--- src/rtl/edubos5_pkg.sv ---
// Shared types and constants for the edubos5 core and its register-file slice.
// Imported by edubos5_rf and edubos5_rf_ctrl.
package edubos5_pkg;

  localparam int XLEN        = 32;
  localparam int HI          = XLEN - 1;
  localparam int RF_NUM_REGS = 32;
  localparam int RF_ADDR_W   = 5;

  typedef logic [HI:0]          cpu_data_t;
  typedef logic [RF_ADDR_W-1:0] rf_addr_t;

  typedef enum logic [1:0] {
    RFC_INIT,
    RFC_RUN,
    RFC_DBG
  } rf_ctrl_state_t;

endpackage

--- src/rtl/edubos5_rf_ctrl.sv ---
// Register-file sequencer/arbiter: clears the RF after reset, then forwards core writeback.
// With EDUBOS5_RF_DBG_EN defined, a debug host shares the RF write and rs1 ports.
module edubos5_rf_ctrl
  import edubos5_pkg::*;
#(
  parameter int        NUM_REGS     = RF_NUM_REGS,
  parameter int        DBG_MAX_WAIT = 4,
  parameter cpu_data_t INIT_VAL     = 32'h0
) (
  input  logic      clk,
  input  logic      arst_n,
  input  logic      core_we,
  input  rf_addr_t  core_addr,
  input  cpu_data_t core_wdat,
  input  rf_addr_t  core_rs1_addr,
  output logic      core_stall,
  output logic      init_done,
  output logic      rf_we,
  output rf_addr_t  rf_addr,
  output cpu_data_t rf_wdat,
  output rf_addr_t  rf_rs1_addr,
  input  cpu_data_t rf_rs1,
  input  logic      dbg_req,
  input  logic      dbg_we,
  input  rf_addr_t  dbg_addr,
  input  cpu_data_t dbg_wdat,
  output logic      dbg_ack,
  output cpu_data_t dbg_rdat
);

  localparam rf_addr_t LAST_ADDR = rf_addr_t'(NUM_REGS - 1);

  rf_ctrl_state_t state_q, state_d;
  rf_addr_t       cnt_q, cnt_d;
  logic           init_done_q, init_done_d;

`ifdef EDUBOS5_RF_DBG_EN
  localparam int                WAIT_W   = (DBG_MAX_WAIT < 1) ? 1 : $clog2(DBG_MAX_WAIT + 1);
  localparam logic [WAIT_W-1:0] WAIT_MAX = WAIT_W'(DBG_MAX_WAIT);

  logic [WAIT_W-1:0] wait_cnt_q, wait_cnt_d;
  logic              dbg_ack_q, dbg_ack_d;
  cpu_data_t         dbg_rdat_q, dbg_rdat_d;
  logic              grant;
`else
  logic unused_dbg;
  assign unused_dbg = ^{dbg_req, dbg_we, dbg_addr, dbg_wdat, rf_rs1};
`endif

  always_comb begin
    state_d     = state_q;
    cnt_d       = cnt_q;
    init_done_d = init_done_q;
    rf_we       = 1'b0;
    rf_addr     = core_addr;
    rf_wdat     = core_wdat;
    rf_rs1_addr = core_rs1_addr;
`ifdef EDUBOS5_RF_DBG_EN
    wait_cnt_d  = wait_cnt_q;
    dbg_ack_d   = 1'b0;
    dbg_rdat_d  = dbg_rdat_q;
    grant       = 1'b0;
`endif
    case (state_q)
      RFC_INIT: begin
        rf_we   = 1'b1;
        rf_addr = cnt_q;
        rf_wdat = (cnt_q == '0) ? '0 : INIT_VAL;
        cnt_d   = cnt_q + rf_addr_t'(1);
        if (cnt_q == LAST_ADDR) begin
          state_d     = RFC_RUN;
          init_done_d = 1'b1;
          cnt_d       = '0;
        end
      end
      RFC_RUN: begin
        rf_we = core_we && (core_addr != '0);
`ifdef EDUBOS5_RF_DBG_EN
        // A pending request may lose to core writeback only DBG_MAX_WAIT times in a row.
        grant = dbg_req && !dbg_ack_q && (!core_we || (wait_cnt_q == WAIT_MAX));
        if (grant) begin
          state_d    = RFC_DBG;
          wait_cnt_d = '0;
        end else if (dbg_req && (wait_cnt_q != WAIT_MAX)) begin
          wait_cnt_d = wait_cnt_q + WAIT_W'(1);
        end
`endif
      end
`ifdef EDUBOS5_RF_DBG_EN
      RFC_DBG: begin
        rf_rs1_addr = dbg_addr;
        rf_we       = dbg_we && (dbg_addr != '0);
        rf_addr     = dbg_addr;
        rf_wdat     = dbg_wdat;
        dbg_ack_d   = 1'b1;
        // rf_rs1 is sampled at the same edge that commits the write, so reads see the old value.
        dbg_rdat_d  = (dbg_addr == '0) ? '0 : rf_rs1;
        state_d     = RFC_RUN;
      end
`endif
      default: begin
        state_d = RFC_INIT;
      end
    endcase
  end

  always_ff @(posedge clk or negedge arst_n) begin
    if (!arst_n) begin
      state_q     <= RFC_INIT;
      cnt_q       <= '0;
      init_done_q <= 1'b0;
`ifdef EDUBOS5_RF_DBG_EN
      wait_cnt_q  <= '0;
      dbg_ack_q   <= 1'b0;
      dbg_rdat_q  <= '0;
`endif
    end else begin
      state_q     <= state_d;
      cnt_q       <= cnt_d;
      init_done_q <= init_done_d;
`ifdef EDUBOS5_RF_DBG_EN
      wait_cnt_q  <= wait_cnt_d;
      dbg_ack_q   <= dbg_ack_d;
      dbg_rdat_q  <= dbg_rdat_d;
`endif
    end
  end

  assign core_stall = (state_q != RFC_RUN);
  assign init_done  = init_done_q;

`ifdef EDUBOS5_RF_DBG_EN
  assign dbg_ack  = dbg_ack_q;
  assign dbg_rdat = dbg_rdat_q;
`else
  assign dbg_ack  = 1'b0;
  assign dbg_rdat = '0;
`endif

endmodule

--- config.mk ---
export PLATFORM = sky130hd
export DESIGN_NAME = edubos5_rf_ctrl
export DESIGN_NICKNAME = d
export VERILOG_FILES = /design/src/rtl/edubos5_pkg.sv /design/src/rtl/edubos5_rf_ctrl.sv
export SDC_FILE = /design/constraint.sdc
export NUM_CORES = 1
export LEC_CHECK = 0
export BUFFER_PORTS_ARGS = -buffer_cell sky130_fd_sc_hd__buf_2
export CORE_AREA = 3 3 73 75
export CTS_CLUSTER_SIZE = 10
export DETAILED_ROUTE_END_ITERATION = 16
export DIE_AREA = 0 0 76 78
export PLACE_DENSITY = 0.64
export SETUP_SLACK_MARGIN = 0.1
export SLEW_MARGIN = 30
export SYNTH_ARGS = -nofsm -noshare
export SYNTH_HDL_FRONTEND = slang
export SYNTH_SLANG_ARGS = --single-unit
--- constraint.sdc ---
create_clock -name clk -period 1.83 [get_ports clk]
set_clock_uncertainty 0.15 [all_clocks]
set_input_delay 0.183 -clock clk [delete_from_list [all_inputs] [get_ports clk]]
set_output_delay 0.183 -clock clk [all_outputs]
set_load 0.03 [all_outputs]
==> summary.md <==
The run finished with clean final reports. The average cell area after synthesis was 8.219 um2. The layout has 531 filler cells. The most used standard cell by instance count after synthesis was sky130_fd_sc_hd__buf_4.

The post-detailed-route via-to-cell ratio is 3.496. Overall power consumption after layout is estimated at 0.6813 mW. The starting density of the core is 0.1897, and the time the final worst path needs with I/O delays and setup is 1.646 ns. The number of pins exceeding their max-slew limit in the final report was 0; the synthesized cell area was 895.9 um2.

Number of enable-type register cells in the synthesized netlist: 0. During I/O placement, the number of pins put on the boundary was 194. The highest achievable clock rate is 607.5 MHz, and the last weighted congestion value of the routability-driven placer is 0.6667. The tools report the number of sinks handled by clock tree synthesis as 7.

The initial antenna violation count came out at 0. In this run the horizontal extent of the chip is 76 um. The multiplexer share of the synthesized area was 0.08799; the compound-gate portion of the synthesized area was 0.05447. In this run the standard cell core region covers 4723 um2.

The top cell type's share of synthesized area was 0.3184; the number of global-route vias before repair was 800. Synthesis produced a netlist whose cell count is 109. The die covers 5928 um2. The layout overhead on the synthesized area works out to 44.13%. The xor/xnor cell area share of the yosys netlist works out to 0.

Dividing the detail-routed wire length by the instance count gives 12.82 um. Counting along the longest clock path gives a buffer depth of 2. After synthesis, the cell types taking the most area are sky130_fd_sc_hd__buf_4, sky130_fd_sc_hd__and2_1, sky130_fd_sc_hd__dfrtp_1. Summed over all layers, the global routing overflow is 0. The commonest cells after synthesis are sky130_fd_sc_hd__buf_4, sky130_fd_sc_hd__and2_1, sky130_fd_sc_hd__dfrtp_1. The run gives 0.23 ns as the later-pin clock latency in the skew report. The power density over the cells works out to 527.6 nW/um2. The fraction of layout cells with a size suffix above 1 was 0.5161; the share of async-settable or async-resettable flops after synthesis was 1.000. By startpoint and endpoint, the worst setup path is classified as flop to flop. In this run, CTS created clock tree buffers numbering 3.

The flip-flop and latch count after synthesis came out at 7. The tools report the half-perimeter wire length after detailed placement as 2.821 mm. Across the run, the number of max-cap violations was 0. The wire length of the first global-routing pass came out at 4.629 mm. Dominant register cell in the synthesized netlist: sky130_fd_sc_hd__dfrtp_1. The tools report the detailed router's first-iteration violation count as 7. The routed layout has 888 vias. Leaving out filler cells and counting taps, the final layout contains 254. Area share of fa/ha/maj cells after synthesis: 0.02793. The die is 78 um tall.

The overall global routing resource usage was 0.1013. The static leakage power is 0.7277 nW. The final sum of negative setup slack is 0 ns. The number of cell rows was 25; the Yosys warning count was 0. The tools report the sequential element share of the synthesized area as 0.1955. The detailed-route wire length was 3.257 mm; the number of levels the H-tree was split into was 1.

The highest net fanout along the worst path works out to 5. Setup repair after global routing left no endpoint under its margin. The simple-gate share of the synthesized area works out to 0.2723. By area, the combinational part of the netlist is dominated by buffers and inverters. The path category of the worst min-delay check is primary input to asynchronous set/reset pin.

TritonCTS built the clock tree. The tools report the data required time of the worst path as 1.82 ns. The post-synthesis cell type with the largest combined area was sky130_fd_sc_hd__buf_4.

The CTS clock-pin slew for the worst setup and hold paths is 0.04 ns, and the signal arrival time at the worst endpoint is 1.64 ns. The remaining number of nets flagged by the antenna check after routing was 0; the number of placed cells counting well taps was 247. The root buffer selected by CTS was sky130_fd_sc_hd__clkbuf_8. The tools report the critical path launch point type as a flop. STA classifies the critical path endpoint as a flop.

The tools report the distinct cell type count after synthesis as 24. Final routed DRC violation total: 0. Number of setup violations in the final report: 0.

IR analysis of the VDD net gives a maximum drop of 0.2801 mV. The net count of the finished layout was 305. The share of the cycle needed by the critical path after routing came out at 0.8995. Number of port buffers: 79. The run gives 4 as the number of iterations in the first detailed-routing pass. The run gives 0 as the total count of hold-check failures in the final report.

Maximum number of pins on one net before global-route repair: 29.
area by class of cell:
| type | count | area [um2] | share of cell area |
|---|---|---|---|
| antenna | 1 | 2.502 | 0.001938 |
| clock buffer | 4 | 45.04 | 0.03488 |
| inverter | 1 | 3.754 | 0.002907 |
| multi-input combinational | 90 | 533.0 | 0.4128 |
| sequential | 7 | 175.2 | 0.1357 |
| tap | 67 | 83.83 | 0.06492 |
| timing repair buffer | 84 | 447.9 | 0.3469 |
timing repair:
item                                    CTS  global route
cloned                                    0             0
setup buffers                             1             0
gates resized for setup                   0             4
endpoints found under the setup margin    1             2
pin swaps                                 0             1
hold buffers                              1             0
hold endpoints to repair                  7             0
cells by family (layout without fill, tap and decap cells):
logic type	after synthesis	count (layout)
buf+inv	44	89
simple gates	40	40
compound gates	8	8
mux	7	7
flops	7	7
fa+ha+maj	2	2
other cells	1	34
routing by layer:
| metal | global-route usage | up-vias | wire [um] |
|---|---|---|---|
| met5 | 0 | - | 0 |
| met4 | 0.02717 | 0 | 24 |
| met3 | 0.04292 | 2 | 448 |
| met2 | 0.1339 | 79 | 1206 |
| met1 | 0.1470 | 379 | 1578 |
| li1 | - | 428 | - |
critical path: stages (launching register included):
cell	delay [ns]
sky130_fd_sc_hd__dfrtp_1	0.38
sky130_fd_sc_hd__ha_2	0.20
sky130_fd_sc_hd__and3_1	0.18
sky130_fd_sc_hd__ha_2	0.20
sky130_fd_sc_hd__or2_4	0.25
sky130_fd_sc_hd__o31ai_2	0.20
per-stage QoR:
stage / utilization / cell area (um2) / hold slack (ns) / setup slack, ns
2_1_floorplan: - / 1016 / -0.2626 / 0.1685
3_3_place_gp: 0.2570 / 1214 / -0.1260 / 0.08842
3_5_place_dp: 0.2570 / 1214 / -0.1241 / 0.07088
4_1_cts: 0.2702 / 1276 / 0.1665 / 0.1146
5_1_grt: 0.2728 / 1289 / 0.1801 / 0.08178
6_report: 0.2734 / 1291 / 0.1667 / 0.1838
power by group:
group,total (mW),internal (mW),leakage (nW),switching [mW]
clock,0.220,0.151,0.0228,0.0688
combinational,0.306,0.0818,0.618,0.224
sequential,0.156,0.156,0.0874,0
total,0.681,0.388,0.728,0.293
placed cells by master (no fill, tap or decap), types with 2 or more instances in the layout:
cell,n
sky130_fd_sc_hd__ha_2,2
sky130_fd_sc_hd__and2_1,32
sky130_fd_sc_hd__o21ai_1,4
sky130_fd_sc_hd__buf_4,3
sky130_fd_sc_hd__dfrtp_1,7
sky130_fd_sc_hd__conb_1,33
sky130_fd_sc_hd__clkbuf_8,3
sky130_fd_sc_hd__a21o_1,2
sky130_fd_sc_hd__mux2_1,2
sky130_fd_sc_hd__mux2_2,5
sky130_fd_sc_hd__buf_2,79
sequential cells by signal, indices dropped and copies added, names as in the netlist:
register / count
cnt_q: 5
init_done: 1
state_q: 1
path summary, 6_finish.rpt:
check,start,to,slack [ns],cells past startpoint
min reg2reg,init_done$_DFFE_PN0P_,init_done$_DFFE_PN0P_,0.31,1
max,cnt_q[0]$_DFFE_PN0N_,cnt_q[3]$_DFFE_PN0N_,0.18,5
min in group clk,core_rs1_addr[3],rf_rs1_addr[3],0.22,0
max in group asynchronous,arst_n,state_q[0]$_DFFE_PN0P_,1.20,2
max reg2reg,cnt_q[0]$_DFFE_PN0N_,cnt_q[3]$_DFFE_PN0N_,0.18,5
min,arst_n,cnt_q[0]$_DFFE_PN0N_,0.17,2
(Power assumes the default switching activity.)
